$ cat src/rtl/primem_arbiter_if.sv
// rtl/primem_arbiter_if.sv - memory port bundle shared by fetch and load/store
interface primem_arbiter_if;
    logic        mem_valid;
    logic [31:0] mem_addr;
    logic [31:0] mem_wdata;
    logic [3:0]  mem_wstrb;
    logic [31:0] mem_rdata;
    logic        mem_ready;

    modport master (
        output mem_valid, mem_addr, mem_wdata, mem_wstrb,
        input  mem_rdata, mem_ready
    );

    modport slave (
        input  mem_valid, mem_addr, mem_wdata, mem_wstrb,
        output mem_rdata, mem_ready
    );
endinterface

$ cat src/rtl/primem_arbiter.sv
// rtl/primem_arbiter.sv - round-robin fetch/data arbiter for the single memory port
module primem_arbiter #(
    parameter int unsigned TIMEOUT_CYCLES = 255
) (
    input  logic               clk_i,
    input  logic               rst_n,
    input  logic               if_req,
    input  logic [31:0]        if_addr,
    output logic [31:0]        if_rdata,
    output logic               if_done,
    output logic               if_err,
    input  logic               d_req,
    input  logic               d_we,
    input  logic [1:0]         d_size,
    input  logic [31:0]        d_addr,
    input  logic [31:0]        d_wdata,
    output logic [31:0]        d_rdata,
    output logic               d_done,
    output logic               d_err,
    primem_arbiter_if.master   mem
);
    localparam logic [31:0] TO_LIMIT = 32'(TIMEOUT_CYCLES);

    typedef enum logic [1:0] {IDLE, BUSY_I, BUSY_D} state_t;

    state_t      state, state_n;
    logic        last_data, last_n;
    logic [31:0] cnt, cnt_n;
    logic [1:0]  off_q, off_n, size_q, size_n;
    logic        we_q, we_n;
    logic        valid_n;
    logic [31:0] addr_n, wdata_n;
    logic [3:0]  wstrb_n;
    logic        if_done_n, if_err_n, d_done_n, d_err_n;
    logic [31:0] if_rdata_n, d_rdata_n;

    // A requester whose done pulse is still showing must not be re-granted.
    logic if_elig, d_elig, grant_i, grant_d, if_bad, d_bad;
    assign if_elig = if_req && !if_done;
    assign d_elig  = d_req && !d_done;
    assign grant_d = d_elig && (!if_elig || !last_data);
    assign grant_i = if_elig && !grant_d;
    assign if_bad  = (if_addr[1:0] != 2'b00);
    assign d_bad   = (d_size == 2'b11) ||
                     (d_size == 2'b01 && d_addr[0]) ||
                     (d_size == 2'b10 && d_addr[1:0] != 2'b00);

    logic [31:0] st_wdata;
    logic [3:0]  st_wstrb;
    always_comb begin
        st_wdata = 32'd0;
        st_wstrb = 4'b0000;
        if (d_we) begin
            case (d_size)
                2'b00:   begin st_wdata = {4{d_wdata[7:0]}};  st_wstrb = 4'b0001 << d_addr[1:0]; end
                2'b01:   begin st_wdata = {2{d_wdata[15:0]}}; st_wstrb = 4'b0011 << d_addr[1:0]; end
                default: begin st_wdata = d_wdata;            st_wstrb = 4'b1111; end
            endcase
        end
    end

    logic [31:0] shifted, load_data;
    assign shifted = mem.mem_rdata >> {off_q, 3'b000};
    always_comb begin
        case (size_q)
            2'b00:   load_data = {24'd0, shifted[7:0]};
            2'b01:   load_data = {16'd0, shifted[15:0]};
            default: load_data = shifted;
        endcase
    end

    always_comb begin
        state_n    = state;
        last_n     = last_data;
        cnt_n      = cnt;
        off_n      = off_q;
        size_n     = size_q;
        we_n       = we_q;
        valid_n    = mem.mem_valid;
        addr_n     = mem.mem_addr;
        wdata_n    = mem.mem_wdata;
        wstrb_n    = mem.mem_wstrb;
        if_done_n  = 1'b0;
        if_err_n   = 1'b0;
        if_rdata_n = 32'd0;
        d_done_n   = 1'b0;
        d_err_n    = 1'b0;
        d_rdata_n  = 32'd0;
        case (state)
            IDLE: begin
                if (grant_i) begin
                    last_n = 1'b0;
                    if (if_bad) begin
                        if_done_n = 1'b1;
                        if_err_n  = 1'b1;
                    end else begin
                        valid_n = 1'b1;
                        addr_n  = {if_addr[31:2], 2'b00};
                        wdata_n = 32'd0;
                        wstrb_n = 4'b0000;
                        cnt_n   = 32'd0;
                        state_n = BUSY_I;
                    end
                end else if (grant_d) begin
                    last_n = 1'b1;
                    if (d_bad) begin
                        d_done_n = 1'b1;
                        d_err_n  = 1'b1;
                    end else begin
                        valid_n = 1'b1;
                        addr_n  = {d_addr[31:2], 2'b00};
                        wdata_n = st_wdata;
                        wstrb_n = st_wstrb;
                        off_n   = d_addr[1:0];
                        size_n  = d_size;
                        we_n    = d_we;
                        cnt_n   = 32'd0;
                        state_n = BUSY_D;
                    end
                end
            end
            BUSY_I, BUSY_D: begin
                // Ready on the final timeout cycle still completes normally.
                if (mem.mem_ready) begin
                    valid_n = 1'b0;
                    state_n = IDLE;
                    if (state == BUSY_I) begin
                        if_done_n  = 1'b1;
                        if_rdata_n = mem.mem_rdata;
                    end else begin
                        d_done_n  = 1'b1;
                        d_rdata_n = we_q ? 32'd0 : load_data;
                    end
                end else if (TO_LIMIT != 32'd0 && cnt + 32'd1 == TO_LIMIT) begin
                    valid_n = 1'b0;
                    state_n = IDLE;
                    if (state == BUSY_I) begin
                        if_done_n = 1'b1;
                        if_err_n  = 1'b1;
                    end else begin
                        d_done_n = 1'b1;
                        d_err_n  = 1'b1;
                    end
                end else begin
                    cnt_n = cnt + 32'd1;
                end
            end
            default: state_n = IDLE;
        endcase
    end

    always_ff @(posedge clk_i or negedge rst_n) begin
        if (!rst_n) begin
            state         <= IDLE;
            last_data     <= 1'b1;
            cnt           <= 32'd0;
            off_q         <= 2'b00;
            size_q        <= 2'b00;
            we_q          <= 1'b0;
            mem.mem_valid <= 1'b0;
            mem.mem_addr  <= 32'd0;
            mem.mem_wdata <= 32'd0;
            mem.mem_wstrb <= 4'b0000;
            if_done       <= 1'b0;
            if_err        <= 1'b0;
            if_rdata      <= 32'd0;
            d_done        <= 1'b0;
            d_err         <= 1'b0;
            d_rdata       <= 32'd0;
        end else begin
            state         <= state_n;
            last_data     <= last_n;
            cnt           <= cnt_n;
            off_q         <= off_n;
            size_q        <= size_n;
            we_q          <= we_n;
            mem.mem_valid <= valid_n;
            mem.mem_addr  <= addr_n;
            mem.mem_wdata <= wdata_n;
            mem.mem_wstrb <= wstrb_n;
            if_done       <= if_done_n;
            if_err        <= if_err_n;
            if_rdata      <= if_rdata_n;
            d_done        <= d_done_n;
            d_err         <= d_err_n;
            d_rdata       <= d_rdata_n;
        end
    end
endmodule
$ cat src/flat_wrapper.sv
// flat-port wrapper written by rule: the top's interface ports become plain ports
module primem_arbiter_flat 
#(
    parameter int unsigned TIMEOUT_CYCLES = 255
)
  (clk_i, rst_n, if_req, if_addr, if_rdata, if_done, if_err, d_req, d_we, d_size, d_addr, d_wdata, d_rdata, d_done, d_err, mem_mem_valid, mem_mem_addr, mem_mem_wdata, mem_mem_wstrb, mem_mem_rdata, mem_mem_ready);
  primem_arbiter_if mem_i ();
  input  logic clk_i;
  input  logic rst_n;
  input  logic if_req;
  input  logic [31:0] if_addr;
  output logic [31:0] if_rdata;
  output logic if_done;
  output logic if_err;
  input  logic d_req;
  input  logic d_we;
  input  logic [1:0] d_size;
  input  logic [31:0] d_addr;
  input  logic [31:0] d_wdata;
  output logic [31:0] d_rdata;
  output logic d_done;
  output logic d_err;
  output wire logic [$bits(mem_i.mem_valid)-1:0] mem_mem_valid;
  output wire logic [$bits(mem_i.mem_addr)-1:0] mem_mem_addr;
  output wire logic [$bits(mem_i.mem_wdata)-1:0] mem_mem_wdata;
  output wire logic [$bits(mem_i.mem_wstrb)-1:0] mem_mem_wstrb;
  input wire logic [$bits(mem_i.mem_rdata)-1:0] mem_mem_rdata;
  input wire logic [$bits(mem_i.mem_ready)-1:0] mem_mem_ready;
  assign mem_mem_valid = mem_i.mem_valid;
  assign mem_mem_addr = mem_i.mem_addr;
  assign mem_mem_wdata = mem_i.mem_wdata;
  assign mem_mem_wstrb = mem_i.mem_wstrb;
  assign mem_i.mem_rdata = mem_mem_rdata;
  assign mem_i.mem_ready = mem_mem_ready;
  primem_arbiter #(.TIMEOUT_CYCLES(TIMEOUT_CYCLES)) u_core (.clk_i(clk_i), .rst_n(rst_n), .if_req(if_req), .if_addr(if_addr), .if_rdata(if_rdata), .if_done(if_done), .if_err(if_err), .d_req(d_req), .d_we(d_we), .d_size(d_size), .d_addr(d_addr), .d_wdata(d_wdata), .d_rdata(d_rdata), .d_done(d_done), .d_err(d_err), .mem(mem_i));
endmodule
$ cat config.mk
export PLATFORM = sky130hd
export DESIGN_NAME = primem_arbiter_flat
export DESIGN_NICKNAME = d
export VERILOG_FILES = /design/src/rtl/primem_arbiter_if.sv /design/src/rtl/primem_arbiter.sv /design/src/flat_wrapper.sv
export SDC_FILE = /design/constraint.sdc
export NUM_CORES = 1
export LEC_CHECK = 0
export ABC_AREA = 1
export ABC_CLOCK_PERIOD_IN_PS = 3000
export CAP_MARGIN = 5
export CORE_UTILIZATION = 51
export DETAILED_ROUTE_END_ITERATION = 8
export DONT_BUFFER_PORTS = 1
export PLACE_DENSITY_LB_ADDON = 0.15
export SLEW_MARGIN = 20
export SYNTH_ARGS = -nofsm -noshare
export SYNTH_HDL_FRONTEND = slang
export SYNTH_SLANG_ARGS = --single-unit
$ cat constraint.sdc
create_clock -name clk_i -period 3 [get_ports clk_i]
set_input_delay 0.3 -clock clk_i [delete_from_list [all_inputs] [get_ports clk_i]]
set_output_delay 0.3 -clock clk_i [all_outputs]
set_load 0.05 [all_outputs]
Word level (Yosys, flattened, before mapping) --
Index checks and enable logic that the tools add are counted.
Operators by class: bitwise operators 2, mux-type cells 63, equal/unequal tests 15, add/sub/neg operators 1, shift-type cells 3, reductions and logical operators 28
Operator list (number):
- 32-bit two-way mux | 21
- 32-bit case mux with 2 select lines | 3
- 32-bit by 1-bit adder with 32-bit output (second input constant) | 1
- 32-bit by 8-bit == test with 1-bit output (second input constant) | 1
- 32-bit by 5-bit right shift with 32-bit output | 1
- 1-bit two-way mux | 21
- 4-bit two-way mux | 5
- 2-bit two-way mux | 6
- 4-bit AND reduction | 3
- 1-bit case mux with 2 select lines | 5
- 4-bit case mux with 2 select lines | 1
- 2-bit nonzero test | 4
- 2-bit by 1-bit == test with 1-bit output (second input constant) | 3
- 2-bit == test (second input constant) | 3
- 1-bit logical AND | 6
- 2-bit logical NOT | 3
- 2-bit inequality test (second input constant) | 3
- 3-bit by 2-bit inequality test with 1-bit output (second input constant) | 2
- 6-bit AND reduction | 1
- 1-bit logical NOT | 5
- 5-bit AND reduction | 1
- 2-bit case mux with 2 select lines | 1
- 1-bit by 2-bit left shift with 4-bit output (first input constant) | 1
- 2-bit by 2-bit left shift with 4-bit output (first input constant) | 1
- other kinds (7) | 10
Storage, ports and cells: register bits after elaboration 177, output and inout bits 137, word-level logic and storage cells 128, bits of input ports 136

Depth between registers and ports, before layout --
Gate-level depths: netlist of run 1.
word-level depth 9, gate-level depth with buffers 18, mapped depth without buffers 17

Worst setup path before layout of run 1 --
Ideal clock, no wire load.
path kind register to register, start point register u_core.if_done, end point register u_core.mem.mem_wdata[18], cell stages (with the launch flop) 10, data required time 2.875 ns, buffers on the path 2, setup slack 0.721 ns, arrival 2.155 ns, period minus slack after synthesis 2.279 ns, library setup time 0.125 ns, path through dfrtp_1 -> nor2_2 -> nand2_1 -> nand3b_1 -> nand2_1 -> o21ai_1 -> and3_1 -> buf_2 -> buf_2 -> mux2_2
Between the ends: word-level cells in the longest chain between the ends 9, elaborated cells on any way between the ends 12, classes of those cells 2 x eq/ne; 1 x mux; 9 x reduce/logical
Ends and longest elaborated chain:
- start, declared | RTL line primem_arbiter.sv:10 | output logic if_done,
- start signal, assigned | RTL line primem_arbiter.sv:181 | if_done <= if_done_n;
- 1-bit logical NOT * | RTL line primem_arbiter.sv:39 | assign if_elig = if_req && !if_done;
- 1-bit logical AND * | RTL line primem_arbiter.sv:39
- 1-bit logical NOT | RTL line primem_arbiter.sv:41 | assign grant_d = d_elig && (!if_elig || !last_data);
- 1-bit logical OR | RTL line primem_arbiter.sv:41
- 1-bit logical AND | RTL line primem_arbiter.sv:41
- 1-bit logical NOT | RTL line primem_arbiter.sv:42 | assign grant_i = if_elig && !grant_d;
- 1-bit logical AND | RTL line primem_arbiter.sv:42
- 2-bit inequality test (no line), or another cell as far along
- 4-bit AND reduction (no line)
- end signal, assigned | RTL line primem_arbiter.sv:179 | mem.mem_wdata <= wdata_n;
- end, declared | RTL line primem_arbiter_if.sv:11 | output mem_valid, mem_addr, mem_wdata, mem_wstrb,
Every way passes the cells marked *; elsewhere a longest branch is shown, timed or not. A chain may end at the register's enable or synchronous reset.

Final worst setup path of run 1 --
start point register u_core.cnt[8], end point register u_core.cnt[9]
Between the ends: word-level cells in the longest chain between the ends 4, elaborated cells on any way between the ends 7, classes of those cells 1 x add/sub; 2 x eq/ne; 3 x mux; 1 x reduce/logical
Ends and longest elaborated chain:
- start, declared | RTL line primem_arbiter.sv:28 | logic [31:0] cnt, cnt_n;
- start signal, assigned | RTL line primem_arbiter.sv:173 | cnt <= cnt_n;
- 32-bit by 1-bit adder with 32-bit output * | RTL line primem_arbiter.sv:134, primem_arbiter.sv:145
- 32-bit by 8-bit == test with 1-bit output / 32-bit two-way mux (equally long branches) | RTL line primem_arbiter.sv:134 | end else if (TO_LIMIT != 32'd0 && cnt + 32'd1 == TO_LIMIT) begin
- 2-bit inequality test (no line) / 32-bit two-way mux (equally long branches)
- 6-bit AND reduction (no line) / 32-bit case mux with 2 select lines (equally long branches)
Every way passes the cells marked *; elsewhere a longest branch is shown, timed or not. The select of a mux whose other input is x is not followed.

==> results of run 1 <==
-- worst paths after layout --
| path | startpoint | to | slack (ps) | cells past startpoint |
|---|---|---|---|---|
| setup / recovery | u_core.cnt[8] | u_core.cnt[9] | 310 | 13 |
| hold / removal | rst_n | u_core.cnt[11] | -430 | 0 |
| setup reg to reg | u_core.cnt[8] | u_core.cnt[9] | 310 | 13 |
| hold reg to reg | u_core.cnt[31] | u_core.cnt[31] | 500 | 2 |
| max in group asynchronous | rst_n | u_core.cnt[17] | 2940 | 0 |
| min in group clk_i | d_addr[27] | u_core.mem.mem_addr[27] | 10 | 2 |
-- what timing repair did --
item                                   in CTS  in global routing
gates cloned                                0                  1
gates resized for setup                     1                  0
endpoints found under the hold margin     203                177
hold buffers                               27                  2
setup endpoints to repair                   9                  3
pin swaps                                   0                  1
-- routing by layer --
layer	vias up	track usage [%]	wire length [um]
met3	43	7.76	1780
li1	3648	-	-
met4	0	10.3	635
met1	3516	34.0	9790
met2	279	44.9	11400
met5	-	0	0
-- cells by family (layout without fill, tap and decap cells) --
logic type | count (synthesis) | in the layout | share of synthesized area (%)
AO/OA/AOI/OAI | 147 | 147 | 10.6
XOR/XNOR | 4 | 4 | 0.398
adder cells (fa/ha/maj) | 5 | 5 | 0.711
buffers and inverters | 169 | 211 | 7.71
flip-flops | 175 | 175 | 49.8
multiplexers | 6 | 6 | 0.768
other | 1 | 2 | 0.0426
AND/OR/NAND/NOR | 613 | 614 | 30.0
-- synth_stat cells (all sizes together), types with 3 or more instances --
master and count:
a211oi 19, a21oi 21, a221oi 5, a31oi 30
and2 3, buf 16, clkbuf 34, dfrtp 174
ha 5, inv 119, mux2 6, nand2 305
nand3 67, nand3b 14, nand4 4, nor2 199
nor3 13, o2111ai 7, o211ai 5, o21ai 49
o221a 7, or2 7, xor2 4
-- final cells by class --
class | count | area, um2
clock buffer | 20 | 457
clock inverter | 12 | 164
fill | 1533 | 6680
inverter | 119 | 447
multi-input combinational | 778 | 3750
sequential | 175 | 4380
tap | 220 | 275
timing repair buffer | 60 | 543
-- worst max-delay path, cell delays in order (launching register included) --
cell and delay, ps:
dfrtp_1 450, nand2_2 120, nor2_1 170, nand2_1 160, o21ai_0 380, and2_1 210, nand3_1 80, nor3_1 240
nand3_1 110, nand2_1 210, nor2_4 140, buf_4 190, nand2_1 60, nand2_1 50
-- stage by stage --
stage,setup TNS [ps],power [mW],instances,hold slack [ps],setup WS [ps]
floorplan,0,6.61,1121,4.41,721
global placement,0,7.09,1321,15.9,66.1
detailed placement,-63.1,7.13,1321,17.2,-16.8
CTS,0,9.44,1380,-447,286
global route,0,9.90,1384,-452,22.0
finish,0,9.43,1384,-432,308
-- state kept, by name, indices dropped and copies added, names as in the netlist, 4 cells and up --
| register | flops |
|---|---|
| u_core.cnt | 32 |
| u_core.d_rdata | 32 |
| u_core.if_rdata | 32 |
| u_core.mem.mem_addr | 30 |
| u_core.mem.mem_wdata | 32 |
| u_core.mem.mem_wstrb | 4 |
-- power by group --
group | total (mW) | internal (mW) | switching [mW]
sequential | 5.16 | 2.91 | 2.25
clock | 2.28 | 1.24 | 1.04
combinational | 2.00 | 0.668 | 1.33
total | 9.43 | 4.82 | 4.62
==> metrics.cfg, run 1 <==
[run_status]
outcome=finished, violations left
violations=negative hold slack

[setup_path]
path_class=reg2reg
critPathArrivalTime_ps=3010
worstPathRequired_ps=3320
crit_fanout=12
end_kind=flip-flop
startpoint_type=flip-flop

[drt]
vias=7486
wirelength_mm=23.6
viasPerCell=5.41
ant_nets=0
drt_iter0_drc=464
first_pass_iters=5
drc=0
wire_per_inst_um=17.1

[die]
die_y_um=133
initial_utilization_pct=52.7
core_um2=16700
die_area_um2=17800
rows=47
fp.dieW_um=133
ios=273

[clock_network]
clock-sinks=175
cts_tree=done
ctsLongestPathBuffers=2
numCtsBuffers=17
htree_levels=4
worstSkewPairLatency_ps=440
cts_root_buffer=clkbuf_16
postCtsSetupBuffers=0
clk_pin_slew_ps=70

[global_route]
grt-ovfl-total=0
grt_pass1_wl_mm=37.8
grt_max_degree=176
antenna_found_initial=0
grt_usage_pct=27.3
grt_pass1_vias=7210

[logic_synthesis]
syn_avg_cell_area_um2=7.85
synth_warnings=0
ys.flop_type=dfrtp_1
netlist_instances=1120
synth_area_um2=8790
yosysSeqAreaShare_pct=49.8
synth_edf_count=0
netlist_top_cells_area=dfrtp_1, nand2_1, nor2_1
ys_seq_elements=175
yosysTopAreaCell=dfrtp_1
yosysTopAreaCellShare_pct=49.5
synth-async-reset-ratio_pct=100
yosysUniqueCellTypes=39

[timing]
maxSlewViolCount=0
timing.final.crit_share_pct=89.7
rsz0062_at_grt=false
fmax_mhz=372
clock_skew_ps=16.0
hold_violations=174
tightestPinTransition_ps=892
holdWs_ps=-432
period_minus_slack_ps=2690
slew_headroom_pct=40.5
setup_violations=0

[place]
routabilityCongestion=0.890
dpl_cell_area_um2=9070
dpl.hpwl_mm=16.4
io_buffers=0

[pwr]
vdd_drop_max_v=0.000631
power_leakage_nw=4.85
power.density_nw_per_um2=941

[layout]
final_cell_mix=nand2_1, nor2_1, dfrtp_1
syn2layout_area_growth_pct=14.0
n_antenna_cell=0
final_common_cell=nand2_1
post-route-util_pct=60.0
fin_area_um2=10000
drive_gt1_share_pct=10.1
nNetsFinal=1292

[job]
cap_violations=0

[min_path]
hold_class=in2async

Power figures use the tool's default switching activity.
==> run 2, diff against run 1 <==
- CORE_UTILIZATION: 51 -> 31
==> run 2 against run 1 <==
The run still ends with negative hold slack left. Combinational power hardly changed. Worst setup slack improved by 150 ps. First-iteration DRC count fell by 9.7%. Via count fell by 1.3%. Clock-buffer cell count is 2 lower. Global-route usage decreased by 8.7 points. Maximum frequency grew 5.7%. Sequential share of layout area decreased by 0.60 points.
==> metrics.cfg, run 2 (synthesis gave the netlist of run 1 again) <==
[global_route]
grt_pass1_vias=7308  ; +1.4%
grt-ovfl-total=0  ; unchanged
grt_usage_pct=18.5  ; -8.7 points
antenna_found_initial=0  ; unchanged
grt_pass1_wl_mm=41.3  ; +9.0%
grt_max_degree=176  ; unchanged

[setup_path]
worstPathRequired_ps=3310  ; about the same
reg2reg_slack_ps=450  ; +150 ps
end_kind=flip-flop
crit_slowest_cell=dfrtp_1
startpoint_type=flip-flop
path_class=reg2reg
critPathArrivalTime_ps=2860  ; -150 ps
cp_common_cell=nand2_1
crit_fanout=32  ; +20
critPathMaxStageDelay_ps=450  ; about the same
path_cells=ha_1 > nand2_2 > nor2_4 > nand2_4 > o21ai_0 > nand2_1 > nor2_1 > nand2_1 > nor2_1 > nand3_1 > nand2_1 > nor2_2 > buf_4 > nand2_1 > nand2_1

[clock_network]
cts_root_buffer=clkbuf_16
postCtsSetupBuffers=0  ; unchanged
cts_tree=done
ctsLongestPathBuffers=2  ; unchanged
htree_levels=4  ; unchanged
cts_hold_buffers=36  ; +33%
clock-sinks=175  ; unchanged
clk_pin_slew_ps=80  ; about the same
worstSkewPairLatency_ps=430  ; about the same
numCtsBuffers=17  ; unchanged

[layout]
final_common_cell=nand2_1
syn2layout_area_growth_pct=15.6
fill_cells=2920  ; +90%
nNetsFinal=1286  ; -0.46%
multi_input_area_um2=3750  ; about the same
drive_gt1_share_pct=9.07  ; -0.98 points
final-seq-area_um2=4380  ; unchanged
final_cell_mix=nand2_1, nor2_1, dfrtp_1
n_antenna_cell=0  ; unchanged

[drt]
drt_iter0_drc=419  ; -9.7%
viasPerCell=4.81  ; -11%
drc=0  ; unchanged
wire_per_inst_um=17.3  ; +1.5%
wirelength_mm=26.6  ; +13%
ant_nets=0  ; unchanged
vias=7385  ; -1.3%
first_pass_iters=7  ; +2

[die]
rows=61  ; +30%
core_um2=27900  ; +67%
die_area_um2=29000  ; +63%
die_y_um=170  ; +28%
ios=273  ; unchanged
fp.dieW_um=170  ; +28%
initial_utilization_pct=31.6  ; -21 points

[timing]
fin_tns_setup_ps=0  ; unchanged
tightestPinTransition_ps=825  ; -67.5 ps
maxSlewViolCount=0  ; unchanged
rsz0062_at_grt=false
holdWs_ps=-447  ; -15.2 ps
setup_violations=0  ; unchanged
fmax_mhz=393  ; +5.7%
hold_violations=175  ; +0.57%
setup_ws_ps=454  ; +145 ps
slew_headroom_pct=44.7  ; +4.2 points
clock_skew_ps=13.5  ; -2.51 ps
timing.final.crit_share_pct=84.9  ; -4.8 points
period_minus_slack_ps=2550  ; -145 ps

[pwr]
power.total_mw=9.50  ; +0.66%
power_leakage_nw=4.80  ; -1.0%
vdd_drop_max_v=0.000482  ; -24%
pwr-share-comb_pct=20.8  ; -0.4 points
swShare_pct=49.6  ; +0.62 points
power_frac_clock_pct=24.5  ; +0.3 points
power.density_nw_per_um2=934  ; -0.73%
power_frac_seq_pct=54.7  ; about the same
p_switching_mw=4.71  ; +1.9%
p_int_mw=4.79  ; -0.57%

[run_status]
violations=negative hold slack
outcome=finished, violations left

[place]
place_ws_ps=366  ; +383 ps
io_buffers=0  ; unchanged
routabilityCongestion=0.840  ; -5.5%
dpl.hpwl_mm=18.7  ; +14%

[min_path]
hold_class=in2async

[job]
cap_violations=0  ; unchanged

run 2: repair_timing:
item,CTS,global route
resized for setup,0,1
setup endpoints to repair,0,5
endpoints found under the hold margin,216,175
run 2: metrics by stage:
stage	utilization (%)	area [um2]	cells
floorplan	-	8800	1121
global placement	33.0	9190	1468
detailed placement	33.0	9190	1468
CTS	36.4	10200	1536
global route	36.5	10200	1536
finish	36.5	10200	1536
run 2: path summary, 6_finish.rpt:
kind,startpoint,to,cells after the start
min reg2reg,u_core.last_data,u_core.last_data,2
max in group asynchronous,rst_n,u_core.last_data,0
min in group clk_i,d_addr[16],u_core.mem.mem_addr[16],2
max reg2reg,u_core.cnt[0],u_core.cnt[5],15
min,rst_n,u_core.mem.mem_wdata[16],0
max,u_core.cnt[0],u_core.cnt[5],15
run 2: layout make-up:
class / count / share of cell area, %
Clock buffer: 18 / 4.32
Clock inverter: 14 / 1.64
Inverter: 119 / 4.40
Multi-Input combinational cell: 777 / 36.9
Sequential cell: 175 / 43.1
Tap cell: 378 / 4.65
Timing Repair Buffer: 55 / 4.95
run 2: layer usage:
metal / vias up / GRT usage, % / wire length (um)
li1: 3629 / - / -
met1: 3484 / 23.1 / 11300
met2: 245 / 30.2 / 12500
met3: 27 / 6.21 / 2280
met4: 0 / 5.64 / 504
met5: - / 0 / 0
run 2: worst max-delay path: cells and delay by family (launching register included):
kind / cells / cell delay, ps
adders and majority gates: 1 / 250
buffers and inverters: 1 / 240
DFF: 1 / 450
and+or+nand+nor: 12 / 1210
AOI/OAI and AO/OA: 1 / 270
run 2: power by group through the flow:
stage               logic [mW]  clock network [mW]  registers (mW)
finish                    1.98                2.32            5.20
global route              2.24                2.49            5.28
floorplan                 1.55                   0            5.06
global placement          1.91                   0            5.27
CTS                       1.98                2.40            5.21
detailed placement        1.94                   0            5.24
